[src/rtl/dot_product_reduce_if.sv]
// Paired partial-sum inputs and the frame-total output stream of dot_product_reduce.
// Each word moves on a rising clock edge where its vld and ack are both high.
interface dot_product_reduce_if;
  logic [31:0] Input_1_V_V;
  logic        Input_1_V_V_ap_vld;
  logic        Input_1_V_V_ap_ack;
  logic [31:0] Input_2_V_V;
  logic        Input_2_V_V_ap_vld;
  logic        Input_2_V_V_ap_ack;
  logic [31:0] Output_1_V_V;
  logic        Output_1_V_V_ap_vld;
  logic        Output_1_V_V_ap_ack;

  modport master (
    output Input_1_V_V, Input_1_V_V_ap_vld, Input_2_V_V, Input_2_V_V_ap_vld,
    output Output_1_V_V_ap_ack,
    input  Input_1_V_V_ap_ack, Input_2_V_V_ap_ack, Output_1_V_V, Output_1_V_V_ap_vld
  );

  modport slave (
    input  Input_1_V_V, Input_1_V_V_ap_vld, Input_2_V_V, Input_2_V_V_ap_vld,
    input  Output_1_V_V_ap_ack,
    output Input_1_V_V_ap_ack, Input_2_V_V_ap_ack, Output_1_V_V, Output_1_V_V_ap_vld
  );
endinterface

[src/rtl/dot_product_reduce.sv]
// Adds paired partial sums, accumulates NUM_TERMS pairs per frame and emits one total per frame.
// A one-deep result slot lets the next frame accumulate while the previous total waits on backpressure.
module dot_product_reduce #(
  parameter int NUM_TERMS = 8,
  parameter int CNT_BITS  = 8
) (
  input  logic                 ap_clk,
  input  logic                 ap_rst_n,
  dot_product_reduce_if.slave  s,
  output logic [15:0]          frames_done
);

  localparam logic [CNT_BITS-1:0] LAST = CNT_BITS'(NUM_TERMS - 1);

  logic [31:0]         acc_q, acc_d;
  logic [CNT_BITS-1:0] cnt_q, cnt_d;
  logic [31:0]         out_data_q, out_data_d;
  logic                out_vld_q, out_vld_d;
  logic [15:0]         frames_q, frames_d;

  logic        pair_ok, is_last, slot_free, take;
  logic [31:0] sum;

  assign pair_ok   = s.Input_1_V_V_ap_vld & s.Input_2_V_V_ap_vld;
  assign is_last   = (cnt_q == LAST);
  // Only the closing term needs the result slot; earlier terms flow even under backpressure.
  assign slot_free = ~out_vld_q | s.Output_1_V_V_ap_ack;
  assign take      = pair_ok & (~is_last | slot_free);
  assign sum       = acc_q + s.Input_1_V_V + s.Input_2_V_V;

  assign s.Input_1_V_V_ap_ack  = take;
  assign s.Input_2_V_V_ap_ack  = take;
  assign s.Output_1_V_V        = out_data_q;
  assign s.Output_1_V_V_ap_vld = out_vld_q;
  assign frames_done           = frames_q;

  always_comb begin
    acc_d      = acc_q;
    cnt_d      = cnt_q;
    out_data_d = out_data_q;
    out_vld_d  = out_vld_q;
    frames_d   = frames_q;
    if (out_vld_q && s.Output_1_V_V_ap_ack) begin
      out_vld_d = 1'b0;
      frames_d  = frames_q + 16'd1;
    end
    // A last-term accept in the same cycle as a drain refills the slot with no bubble.
    if (take) begin
      if (is_last) begin
        out_data_d = sum;
        out_vld_d  = 1'b1;
        acc_d      = '0;
        cnt_d      = '0;
      end else begin
        acc_d = sum;
        cnt_d = cnt_q + CNT_BITS'(1);
      end
    end
  end

  always_ff @(posedge ap_clk or negedge ap_rst_n) begin
    if (!ap_rst_n) begin
      acc_q      <= '0;
      cnt_q      <= '0;
      out_data_q <= '0;
      out_vld_q  <= 1'b0;
      frames_q   <= '0;
    end else begin
      acc_q      <= acc_d;
      cnt_q      <= cnt_d;
      out_data_q <= out_data_d;
      out_vld_q  <= out_vld_d;
      frames_q   <= frames_d;
    end
  end

endmodule

[src/flat_wrapper.sv]
// flat-port wrapper written by rule: the top's interface ports become plain ports
module dot_product_reduce_flat 
#(
  parameter int NUM_TERMS = 8,
  parameter int CNT_BITS  = 8
)
  (ap_clk, ap_rst_n, frames_done, s_Input_1_V_V, s_Input_1_V_V_ap_vld, s_Input_2_V_V, s_Input_2_V_V_ap_vld, s_Output_1_V_V_ap_ack, s_Input_1_V_V_ap_ack, s_Input_2_V_V_ap_ack, s_Output_1_V_V, s_Output_1_V_V_ap_vld);
  dot_product_reduce_if s_i ();
  input  logic ap_clk;
  input  logic ap_rst_n;
  output logic [15:0] frames_done;
  input wire logic [$bits(s_i.Input_1_V_V)-1:0] s_Input_1_V_V;
  input wire logic [$bits(s_i.Input_1_V_V_ap_vld)-1:0] s_Input_1_V_V_ap_vld;
  input wire logic [$bits(s_i.Input_2_V_V)-1:0] s_Input_2_V_V;
  input wire logic [$bits(s_i.Input_2_V_V_ap_vld)-1:0] s_Input_2_V_V_ap_vld;
  input wire logic [$bits(s_i.Output_1_V_V_ap_ack)-1:0] s_Output_1_V_V_ap_ack;
  output wire logic [$bits(s_i.Input_1_V_V_ap_ack)-1:0] s_Input_1_V_V_ap_ack;
  output wire logic [$bits(s_i.Input_2_V_V_ap_ack)-1:0] s_Input_2_V_V_ap_ack;
  output wire logic [$bits(s_i.Output_1_V_V)-1:0] s_Output_1_V_V;
  output wire logic [$bits(s_i.Output_1_V_V_ap_vld)-1:0] s_Output_1_V_V_ap_vld;
  assign s_i.Input_1_V_V = s_Input_1_V_V;
  assign s_i.Input_1_V_V_ap_vld = s_Input_1_V_V_ap_vld;
  assign s_i.Input_2_V_V = s_Input_2_V_V;
  assign s_i.Input_2_V_V_ap_vld = s_Input_2_V_V_ap_vld;
  assign s_i.Output_1_V_V_ap_ack = s_Output_1_V_V_ap_ack;
  assign s_Input_1_V_V_ap_ack = s_i.Input_1_V_V_ap_ack;
  assign s_Input_2_V_V_ap_ack = s_i.Input_2_V_V_ap_ack;
  assign s_Output_1_V_V = s_i.Output_1_V_V;
  assign s_Output_1_V_V_ap_vld = s_i.Output_1_V_V_ap_vld;
  dot_product_reduce #(.NUM_TERMS(NUM_TERMS), .CNT_BITS(CNT_BITS)) u_core (.ap_clk(ap_clk), .ap_rst_n(ap_rst_n), .s(s_i), .frames_done(frames_done));
endmodule
[config.mk]
export PLATFORM = sky130hd
export DESIGN_NAME = dot_product_reduce_flat
export DESIGN_NICKNAME = d
export VERILOG_FILES = /design/src/rtl/dot_product_reduce_if.sv /design/src/rtl/dot_product_reduce.sv /design/src/flat_wrapper.sv
export SDC_FILE = /design/constraint.sdc
export NUM_CORES = 1
export LEC_CHECK = 0
export ABC_CLOCK_PERIOD_IN_PS = 7100
export BUFFER_PORTS_ARGS = -buffer_cell sky130_fd_sc_hd__buf_2
export CAP_MARGIN = 25
export CORE_ASPECT_RATIO = 0.6
export CORE_MARGIN = 5
export CORE_UTILIZATION = 35
export CTS_CLUSTER_DIAMETER = 60
export DETAILED_ROUTE_END_ITERATION = 10
export PLACE_DENSITY = 0.65
export SLEW_MARGIN = 20
export SYNTH_ARGS = -nofsm -noshare
export SYNTH_HDL_FRONTEND = slang
export SYNTH_SLANG_ARGS = --single-unit
[constraint.sdc]
create_clock -name ap_clk -period 7.1 [get_ports ap_clk]
set_input_delay 0.71 -clock ap_clk [delete_from_list [all_inputs] [get_ports ap_clk]]
set_output_delay 0.71 -clock ap_clk [all_outputs]
set_load 0.01 [all_outputs]
==> impl_metrics.json, run 1 <==
{
  "status": "finished, final reports clean",
  "rsz0062_at_grt": "false",
  "layout_commonest_cell": "buf_2",
  "p_clk_share_pct": 17.4,
  "share_seq_of_total_power_pct": 25.2,
  "area_growth_syn_to_layout_pct": 19.7,
  "required_ns": 7.38,
  "synth_area_um2": 5580,
  "cp-end-kind": "flip-flop",
  "vias_per_cell": 5.20,
  "mostFrequentLayoutCells": "118 x buf_2, 89 x dfrtp_1, 49 x nand2_1",
  "coreArea_um2": 15500,
  "clock_sinks": 89,
  "cp.arrival_ns": 4.19,
  "peakVddDrop_mv": 0.132,
  "io_buffers": 119,
  "ant_nets": 0,
  "setup_viol": 0,
  "synth_ff_type": "dfrtp_1",
  "synthCells": 519,
  "drtIter0Drc": 284,
  "post_drt_wl_per_cell_um": 17.0,
  "detailedPlace.worstSlack_ns": 2.86,
  "root_buffer": "clkbuf_16",
  "pwr-share-comb_pct": 57.3,
  "design_area_um2": 6680,
  "fillCellCount": 1491,
  "grt_pass1_wl_mm": 23.6,
  "yosysTopAreaCell": "dfrtp_1",
  "hold_buffers": 0,
  "dieArea_um2": 18700,
  "clock_skew_ns": 0.0105,
  "seqCellArea_um2": 2230,
  "dpl.hpwl_mm": 10.8,
  "firstDrtPassIters": 5,
  "grt-ovfl-total": 0,
  "grt_max_degree": 49,
  "rows": 35,
  "hold_viol_final": 0,
  "die_h_um": 108,
  "power.total_uw": 2850,
  "synth_edf_count": 0,
  "place_area_um2": 6380,
  "drv_cap": 0,
  "clk_pin_slew_ns": 0.07,
  "relSlewSlack_pct": 46.6,
  "nNetsFinal": 767,
  "leakage_uw": 0.00330,
  "syn_nets": 652,
  "tritoncts": "built",
  "dieWidth_um": 173,
  "post_cts_resized": 0,
  "first_global_vias": 4515,
  "hp-class": "in2async",
  "synthArstFlopShare_pct": 100,
  "critPathMaxFanout": 4,
  "cts_inserted_buffers": 9,
  "p_int_uw": 1600,
  "start_util_pct": 36.0,
  "clock_path_buffers": 2,
  "seq_area_frac_synth_pct": 39.9,
  "post-cts-setup-buffers": 0,
  "synth_area_per_cell_um2": 10.8,
  "layout-drive-gt1-share_pct": 26.1,
  "setup_ws_ns": 3.18,
  "critPathKind": "in2reg",
  "timing.fmax_mhz": 255,
  "pin_count": 120,
  "p_per_area_nw_per_um2": 427,
  "switchingPower_uw": 1250,
  "drv_slew": 0,
  "grt_use_total_pct": 15.6,
  "fin_crit_ns": 3.92,
  "setup_tns_ns": 0,
  "ys_warn_count": 0,
  "drc_errors": 0,
  "p_sw_share_pct": 43.7,
  "synthDistinctLibCells": 50,
  "finalWirelength_mm": 14.3,
  "antenna_found_initial": 0,
  "worstMarginPinSlew_ns": 0.799,
  "synth_top_area_share_pct": 39.9,
  "synth_area_leaders": "dfrtp_1 40%, fa_1 11%, ha_1 7.2%, xnor2_1 5.5%, mux2_2 4.6%",
  "fin_crit_sh_pct": 55.2,
  "place_congestion": 0.870,
  "ys_seq_elements": 89,
  "multi_input_area_um2": 3230,
  "vias": 4375,
  "clk_latency_ns": 0.34,
  "crit_path_start_kind": "input port",
  "htree_levels": 3,
  "diodes": 0
}
final timing paths:
check / cells after the start / end / slack (ns) / from
max: 12 / u_core.s.Output_1_V_V[31] / 3.18 / s_Input_2_V_V[1]
min: 1 / u_core.s.Output_1_V_V[4] / 0.37 / ap_rst_n
max reg2reg: 11 / u_core.s.Output_1_V_V[31] / 3.30 / u_core.acc_q[1]
min reg2reg: 1 / u_core.frames_done[15] / 0.47 / u_core.frames_done[15]
max in group asynchronous: 2 / u_core.frames_done[13] / 5.67 / ap_rst_n
min in group ap_clk: 1 / u_core.frames_done[15] / 0.47 / u_core.frames_done[15]
cells in the mapped netlist, drive strengths merged, types with 3 or more instances:
| library cell | n |
|---|---|
| dfrtp | 89 |
| nand2 | 49 |
| xnor2 | 35 |
| o21ai | 34 |
| a21oi | 32 |
| fa | 32 |
| ha | 32 |
| a22o | 24 |
| mux2 | 23 |
| nor2 | 22 |
| nand3 | 17 |
| a21o | 14 |
| xor2 | 14 |
| clkbuf | 13 |
| nand4 | 13 |
| inv | 12 |
| nor3 | 6 |
| buf | 5 |
| or3 | 5 |
| and3 | 4 |
| or4 | 4 |
| and2 | 3 |
| nand2b | 3 |
| nor2b | 3 |
| o211ai | 3 |
| o21bai | 3 |
worst max-delay path, stage by stage:
cell and delay [ns]:
buf_2 0.11, fa_1 0.48, ha_1 0.26, fa_1 0.42, a21oi_1 0.29, o211ai_1 0.17, a22o_1 0.27, o31ai_1 0.49
o31a_1 0.31, o31ai_1 0.16, or4_1 0.42, nand3_1 0.10
power groups by stage:
stage	Clock [uW]	Sequential (uW)	Combinational, uW
2_1_floorplan	0	716	1220
3_3_place_gp	0	722	1570
3_5_place_dp	0	728	1610
4_1_cts	513	720	1630
5_1_grt	535	734	1830
6_report	496	720	1640
logic make-up after synthesis:
group	count (synthesis)	share of synthesized area, %
compound gates	129	15.1
xor+xnor	49	7.69
fa+ha+maj	64	18.6
buf+inv	30	2.26
flops	89	39.9
mux	23	4.64
simple gates	135	11.8
layer usage:
| layer | track usage (%) | vias to the layer above | share of wire (%) |
|---|---|---|---|
| met1 | 22.4 | 2133 | 50 |
| met4 | 3.02 | 0 | 0.57 |
| met3 | 4.28 | 10 | 6.3 |
| met2 | 23.7 | 145 | 43 |
| li1 | - | 2087 | - |
| met5 | 0 | - | 0 |
layout make-up:
class,count,area share [%]
inverters,12,0.674
well taps,203,3.80
repair buffers,122,9.29
multi-input cells,400,48.4
flip-flops and latches,89,33.3
clock inverters,7,1.16
clock buffers,9,3.37
flip-flops by register name, indices dropped and copies added (netlist names):
name,cells
u_core.acc_q,32
u_core.s.Output_1_V_V,32
u_core.frames_done,16
u_core.s.Output_1_V_V_ap_vld,1
u_core.cnt_q,8
per-stage QoR:
stage	instances	util [%]	hold slack, ns
global placement	826	41.1	0.458
CTS	842	43.1	0.402
finish	842	43.1	0.372
floorplan	519	-	0.414
detailed placement	826	41.1	0.465
global route	842	43.1	0.430
No activity file was read; power rests on OpenSTA's default activity.
==> run 2, diff against run 1 <==
ABC_AREA = 1   (was unset)
ABC_CLOCK_PERIOD_IN_PS = 3400   (was 7100)
PLACE_DENSITY = 0.67   (was 0.65)
clock period = 3.4 ns   (was 7.1 ns; I/O delays follow)
==> run 2 against run 1 <==
Effect of this change:
- synthesized area is 16% higher
- global-route usage increased by 1.9 points
- sequential cell count unchanged
- count of clock-buffer cells in the layout up 1
- utilization down 1.1 points
- hold slack lost 0.13 ns
==> impl_metrics.json, run 2 <==
{
  "status": "finished, final reports clean",
  "rows": 38,
  "crit_path_start_kind": "flip-flop",
  "setup_viol": 0,
  "required_ns": 3.64,
  "finalWirelength_mm": 18.1,
  "synthArstFlopShare_pct": 100,
  "mostFrequentLayoutCells": "337 x nand2_1, 127 x inv_1, 118 x buf_2",
  "clock_sinks": 89,
  "fin_crit_ns": 2.64,
  "drv_slew": 0,
  "hold_viol_final": 0,
  "synth_area_um2": 6470,
  "synth_ff_type": "dfrtp_1",
  "ys_warn_count": 0,
  "grt_pass1_wl_mm": 29.3,
  "drv_cap": 0,
  "antenna_found_initial": 0,
  "io_buffers": 119,
  "hold_depth": 2,
  "min_from": "s_Output_1_V_V_ap_ack",
  "syn_nets": 999,
  "critPathMaxFanout": 4,
  "relSlewSlack_pct": 44.8,
  "start_util_pct": 35.7,
  "ant_nets": 0,
  "min_to": "u_core.s.Output_1_V_V_ap_vld",
  "vias": 5770,
  "synth_area_leaders": "dfrtp_1 34%, nand2_1 20%, fa_1 9.9%, inv_1 7.4%, ha_1 6.2%",
  "diodes": 0,
  "setup_tns_ns": 0,
  "dieWidth_um": 186,
  "first_global_vias": 5710,
  "clk_latency_ns": 0.35,
  "rsz0062_at_grt": "false",
  "reg2reg_from": "u_core.acc_q[15]",
  "clk_pin_slew_ns": 0.08,
  "clock_skew_ns": 0.0115,
  "layout-drive-gt1-share_pct": 15.6,
  "post-place-cells": 1214,
  "worstMarginPinSlew_ns": 0.827,
  "place_congestion": 0.937,
  "post-cts-setup-buffers": 0,
  "htree_levels": 3,
  "synthDistinctLibCells": 33,
  "nNetsFinal": 1119,
  "p_per_area_nw_per_um2": 907,
  "area_growth_syn_to_layout_pct": 17.7,
  "root_buffer": "clkbuf_16",
  "grt_max_degree": 47,
  "pin_count": 120,
  "grt-ovfl-total": 0,
  "yosysMostFrequentCell": "nand2_1",
  "cp-end-kind": "flip-flop",
  "post_drt_wl_per_cell_um": 14.7,
  "drc_errors": 0,
  "firstDrtPassIters": 5,
  "fin_crit_sh_pct": 77.6,
  "reg2reg_slack_ns": 0.76,
  "die_h_um": 115,
  "fin_cells": 1231,
  "synth_commonest_cells": "337 x nand2_1, 127 x inv_1, 89 x dfrtp_1",
  "tritoncts": "built",
  "layout_commonest_cell": "nand2_1",
  "critPathKind": "reg2reg",
  "grt_use_total_pct": 17.5,
  "ys_seq_elements": 89,
  "drtIter0Drc": 386,
  "vias_per_cell": 4.69,
  "clock_path_buffers": 2,
  "dpl.hpwl_mm": 14.3,
  "leakage_uw": 0.00447,
  "dieArea_um2": 21400,
  "r2r-end": "u_core.s.Output_1_V_V[28]",
  "yosysTopAreaCell": "dfrtp_1",
  "synthCells": 866,
  "synth_edf_count": 0,
  "synth_top_area_share_pct": 34.4,
  "coreArea_um2": 18100,
  "cts_inserted_buffers": 9,
  "reg2reg_depth": 12,
  "cp.arrival_ns": 2.88,
  "seq_area_frac_synth_pct": 34.4,
  "synth_area_per_cell_um2": 7.47,
  "peakVddDrop_mv": 0.304,
  "hp-class": "in2reg",
  "timing.fmax_mhz": 379
}
## run 2: how the worst max path moves through the flow
stage                     cells after the start                   endpoint        startpoint
after floorplan                              11           u_core.acc_q[29]  s_Input_2_V_V[1]
after global placement                       12           u_core.acc_q[29]  s_Input_2_V_V[1]
after detailed placement                     12           u_core.acc_q[29]  s_Input_2_V_V[1]
after CTS                                    11           u_core.acc_q[21]   u_core.acc_q[1]
after global routing                         11  u_core.s.Output_1_V_V[21]   u_core.acc_q[1]
final                                        12  u_core.s.Output_1_V_V[28]  u_core.acc_q[15]
## run 2: kinds of logic (layout without fill, tap and decap cells)
| group | Yosys count | after routing | share of synthesized area, % |
|---|---|---|---|
| AO/OA/AOI/OAI | 51 | 51 | 4.12 |
| adder cells (fa/ha/maj) | 64 | 64 | 16.1 |
| XOR/XNOR | 36 | 36 | 4.87 |
| buffers and inverters | 143 | 268 | 8.95 |
| AND/OR/NAND/NOR | 482 | 482 | 31.4 |
| flip-flops | 89 | 89 | 34.4 |
| multiplexers | 1 | 1 | 0.174 |
## run 2: cell type report
| type | count | area (um^2) |
|---|---|---|
| clock inverter | 6 | 70.1 |
| sequential | 89 | 2230 |
| fill | 1885 | 10500 |
| inverter | 129 | 484 |
| clock buffer | 10 | 239 |
| tap | 240 | 300 |
| timing repair buffer | 123 | 631 |
| multi-input combinational | 634 | 3660 |
## run 2: critical path: stages (launching register included)
cell     delay (ns)
dfrtp_1        0.46
fa_1           0.54
ha_1           0.38
nand2_1        0.15
inv_1          0.06
nand2_1        0.06
nand2_1        0.06
nand2_1        0.06
nand2_1        0.09
a21oi_1        0.32
nand3_1        0.16
nand3_1        0.12
nand2_1        0.06
## run 2: layer usage
metal | GRT usage (%) | vias up | share of wire, %
met3 | 5.44 | 11 | 9.1
li1 | - | 2909 | -
met2 | 23.7 | 211 | 38
met5 | 0 | - | 0
met4 | 2.91 | 0 | 0.83
met1 | 27.4 | 2639 | 52
## run 2: where the power goes
group | switching (uW) | leakage, uW | internal [uW]
registers | 276 | 0.00117 | 1430
clock network | 461 | 0.000154 | 600
logic | 2680 | 0.00314 | 1460
total | 3410 | 0.00447 | 3500
## run 2: repair_timing
item                                   in CTS  in global routing
resized for setup                           0                  0
hold buffers                                1                  0
endpoints found under the hold margin       2                  0
## run 2: per-stage QoR
| stage | instance area (um^2) | hold WS [ns] | utilization (%) | total power, uW | setup WS, ns |
|---|---|---|---|---|---|
| global placement | 7300 | 0.374 | 40.3 | 5740 | 0.706 |
| detailed placement | 7300 | 0.374 | 40.3 | 5780 | 0.679 |
| finish | 7620 | 0.241 | 42.0 | 6910 | 0.763 |
| global route | 7620 | 0.230 | 42.0 | 7600 | 0.622 |
| CTS | 7620 | 0.226 | 42.0 | 6890 | 0.775 |
| floorplan | 6470 | 0.0444 | - | 4600 | 1.09 |
==> run 3, diff against run 2 <==
ABC_AREA = 0   (was 1)
ABC_CLOCK_PERIOD_IN_PS = 2300   (was 3400)
clock period = 2.3 ns   (was 3.4 ns; I/O delays follow)
==> run 3 against run 2 <==
Effect of this change:
- the run now ends with negative setup slack left
- wire length is 7.3% lower
- non-clock buffer count up 109
- combinational power is 100% higher
- sequential cell count unchanged
- sequential power up 29%
==> impl_metrics.json, run 3 (same netlist as run 1, synthesis figures left out) <==
{
  "firstDrtPassIters": 5,
  "tritoncts": "built",
  "root_buffer": "clkbuf_16",
  "switchingPower_uw": 5030,
  "rows": 35,
  "p_per_area_nw_per_um2": 1490,
  "vias": 4859,
  "path_cells": "fa_1, ha_4, fa_2, a21oi_2, o211ai_1, a22o_1, o31ai_4, o31a_1, o31ai_2, or4_1, nand3_1",
  "clk_latency_ns": 0.35,
  "cp.depth": 11,
  "io_buffers": 119,
  "htree_levels": 3,
  "finalWirelength_mm": 16.8,
  "timing.fmax_mhz": 309,
  "antenna_found_initial": 0,
  "dpl.hpwl_mm": 11.8,
  "die_h_um": 108,
  "p_clk_share_pct": 12.3,
  "clock_path_buffers": 2,
  "area_growth_syn_to_layout_pct": 44.6,
  "hold_viol_final": 0,
  "nNetsFinal": 878,
  "min_from": "s_Output_1_V_V_ap_ack",
  "dieWidth_um": 173,
  "drtIter0Drc": 259,
  "drv_slew": 0,
  "required_ns": 2.58,
  "dieArea_um2": 18700,
  "post_drt_wl_per_cell_um": 17.6,
  "grt_max_degree": 46,
  "critPathBufInv": 0,
  "diodes": 0,
  "p_int_uw": 6960,
  "use_met1_pct": 24.9,
  "start_util_pct": 36.0,
  "cp-startpoint": "u_core.acc_q[1]",
  "setup_viol": 54,
  "vias_per_cell": 5.10,
  "fin_crit_sh_pct": 141,
  "mostFrequentLayoutCells": "118 x buf_2, 101 x buf_4, 89 x dfrtp_1",
  "use_met2_pct": 26.6,
  "violations": "negative setup slack",
  "rsz0062_at_grt": "true",
  "hold_depth": 3,
  "ant_nets": 0,
  "grt_pass1_wl_mm": 26.1,
  "cp.arrival_ns": 3.51,
  "critPathKind": "reg2reg",
  "critPathMaxFanout": 4,
  "peakVddDrop_mv": 0.706,
  "crit_family": "compound AO/OA/AOI/OAI gates",
  "coreArea_um2": 15500,
  "pwr-share-comb_pct": 69.2,
  "clk_pin_slew_ns": 0.07,
  "clock_sinks": 89,
  "drv_cap": 0,
  "hp-class": "in2reg",
  "cts_inserted_buffers": 9,
  "leakage_uw": 0.00397,
  "design_area_um2": 8070,
  "grt_use_total_pct": 17.4,
  "fillCellCount": 1391,
  "p_sw_share_pct": 41.9,
  "setup_tns_ns": -31.26,
  "use_met3_pct": 4.25,
  "first_global_vias": 5086,
  "setup_ws_ns": -0.936,
  "layout_commonest_cell": "buf_2",
  "drc_errors": 0,
  "layout-drive-gt1-share_pct": 44.8,
  "place_congestion": 0.918,
  "fin_crit_ns": 3.24,
  "status": "finished with violations",
  "crit_path_start_kind": "flip-flop",
  "cp-end-kind": "flip-flop",
  "holdWs_ns": 0.255,
  "reg2reg_from": "u_core.acc_q[1]",
  "grt-ovfl-total": 0,
  "reg2reg_depth": 11,
  "pin_count": 120,
  "cp_slowest_cell": "fa_1",
  "share_seq_of_total_power_pct": 18.4,
  "worstMarginPinSlew_ns": 0.637,
  "clock_skew_ns": 0.0121,
  "grt.busiest_layer": "met2",
  "relSlewSlack_pct": 57.5,
  "place_area_um2": 7170,
  "slowest_delay_ns": 0.49
}
[run 3: cell types whose count changed in the layout (fill, tap and decap cells not counted), sizes merged, moves of 17 or more]
| cell | previous run | this run |
|---|---|---|
| mux2 | 1 | 23 |
| xnor2 | 18 | 35 |
| buf | 122 | 231 |
| nand3 | 72 | 17 |
| inv | 133 | 15 |
| nand2 | 343 | 49 |
| a22o | 0 | 24 |
| nor2 | 48 | 22 |
[run 3: cell type report]
cell class | instances | area [um^2] | share of cell area (%)
inverters | 12 | 45.0 | 0.558
clock buffers | 9 | 225 | 2.79
multi-input cells | 401 | 3700 | 45.8
repair buffers | 232 | 1550 | 19.2
well taps | 203 | 254 | 3.15
clock inverters | 7 | 72.6 | 0.899
flip-flops and latches | 89 | 2230 | 27.6
[run 3: path summary, 6_finish.rpt]
| path | slack [ns] | end |
|---|---|---|
| max | -0.94 | u_core.s.Output_1_V_V[31] |
| min | 0.25 | u_core.frames_done[2] |
| max reg2reg | -0.94 | u_core.s.Output_1_V_V[31] |
| min reg2reg | 0.46 | u_core.frames_done[15] |
| max in group asynchronous | 1.18 | u_core.s.Output_1_V_V[27] |
| min in group asynchronous | 0.45 | u_core.acc_q[1] |
[run 3: what timing repair did]
action                                  4_1_cts  5_1_grt
resized for setup                            15       65
hold endpoints to repair                     44        0
buffers inserted                              7       14
endpoints found under the setup margin       60       59
gates cloned                                  3        0
pin swaps                                     4       23
hold buffers                                  1        0
[run 3: per-stage QoR]
stage          power (uW)  util [%]  cells  setup WS, ns
6_report            12000      52.1    953        -0.936
5_1_grt             12900      52.1    953         -1.01
4_1_cts             10800      49.5    941        -0.891
3_5_place_dp         8940      46.3    914        -0.931
3_3_place_gp         8750      46.3    914        -0.847
2_1_floorplan        6320         -    519        -0.579
[run 3: power by group through the flow]
stage               registers [uW]  clock network [uW]  logic, uW
global placement              2210                   0       6540
global route                  2250                1580       9030
floorplan                     2210                   0       4110
CTS                           2210                1530       7030
detailed placement            2230                   0       6720
finish                        2210                1480       8300
[run 3: tightest hold or removal path, stage by stage]
cell     delay, ns
buf_2         0.12
nand3_1       0.14
xnor2_1       0.08
[run 3: routing by layer]
metal / vias to the layer above / part of all wire, %
met2: 158 / 45
met4: 0 / 1.5
met3: 21 / 6.0
met1: 2372 / 47
li1: 2308 / -
met5: - / 0
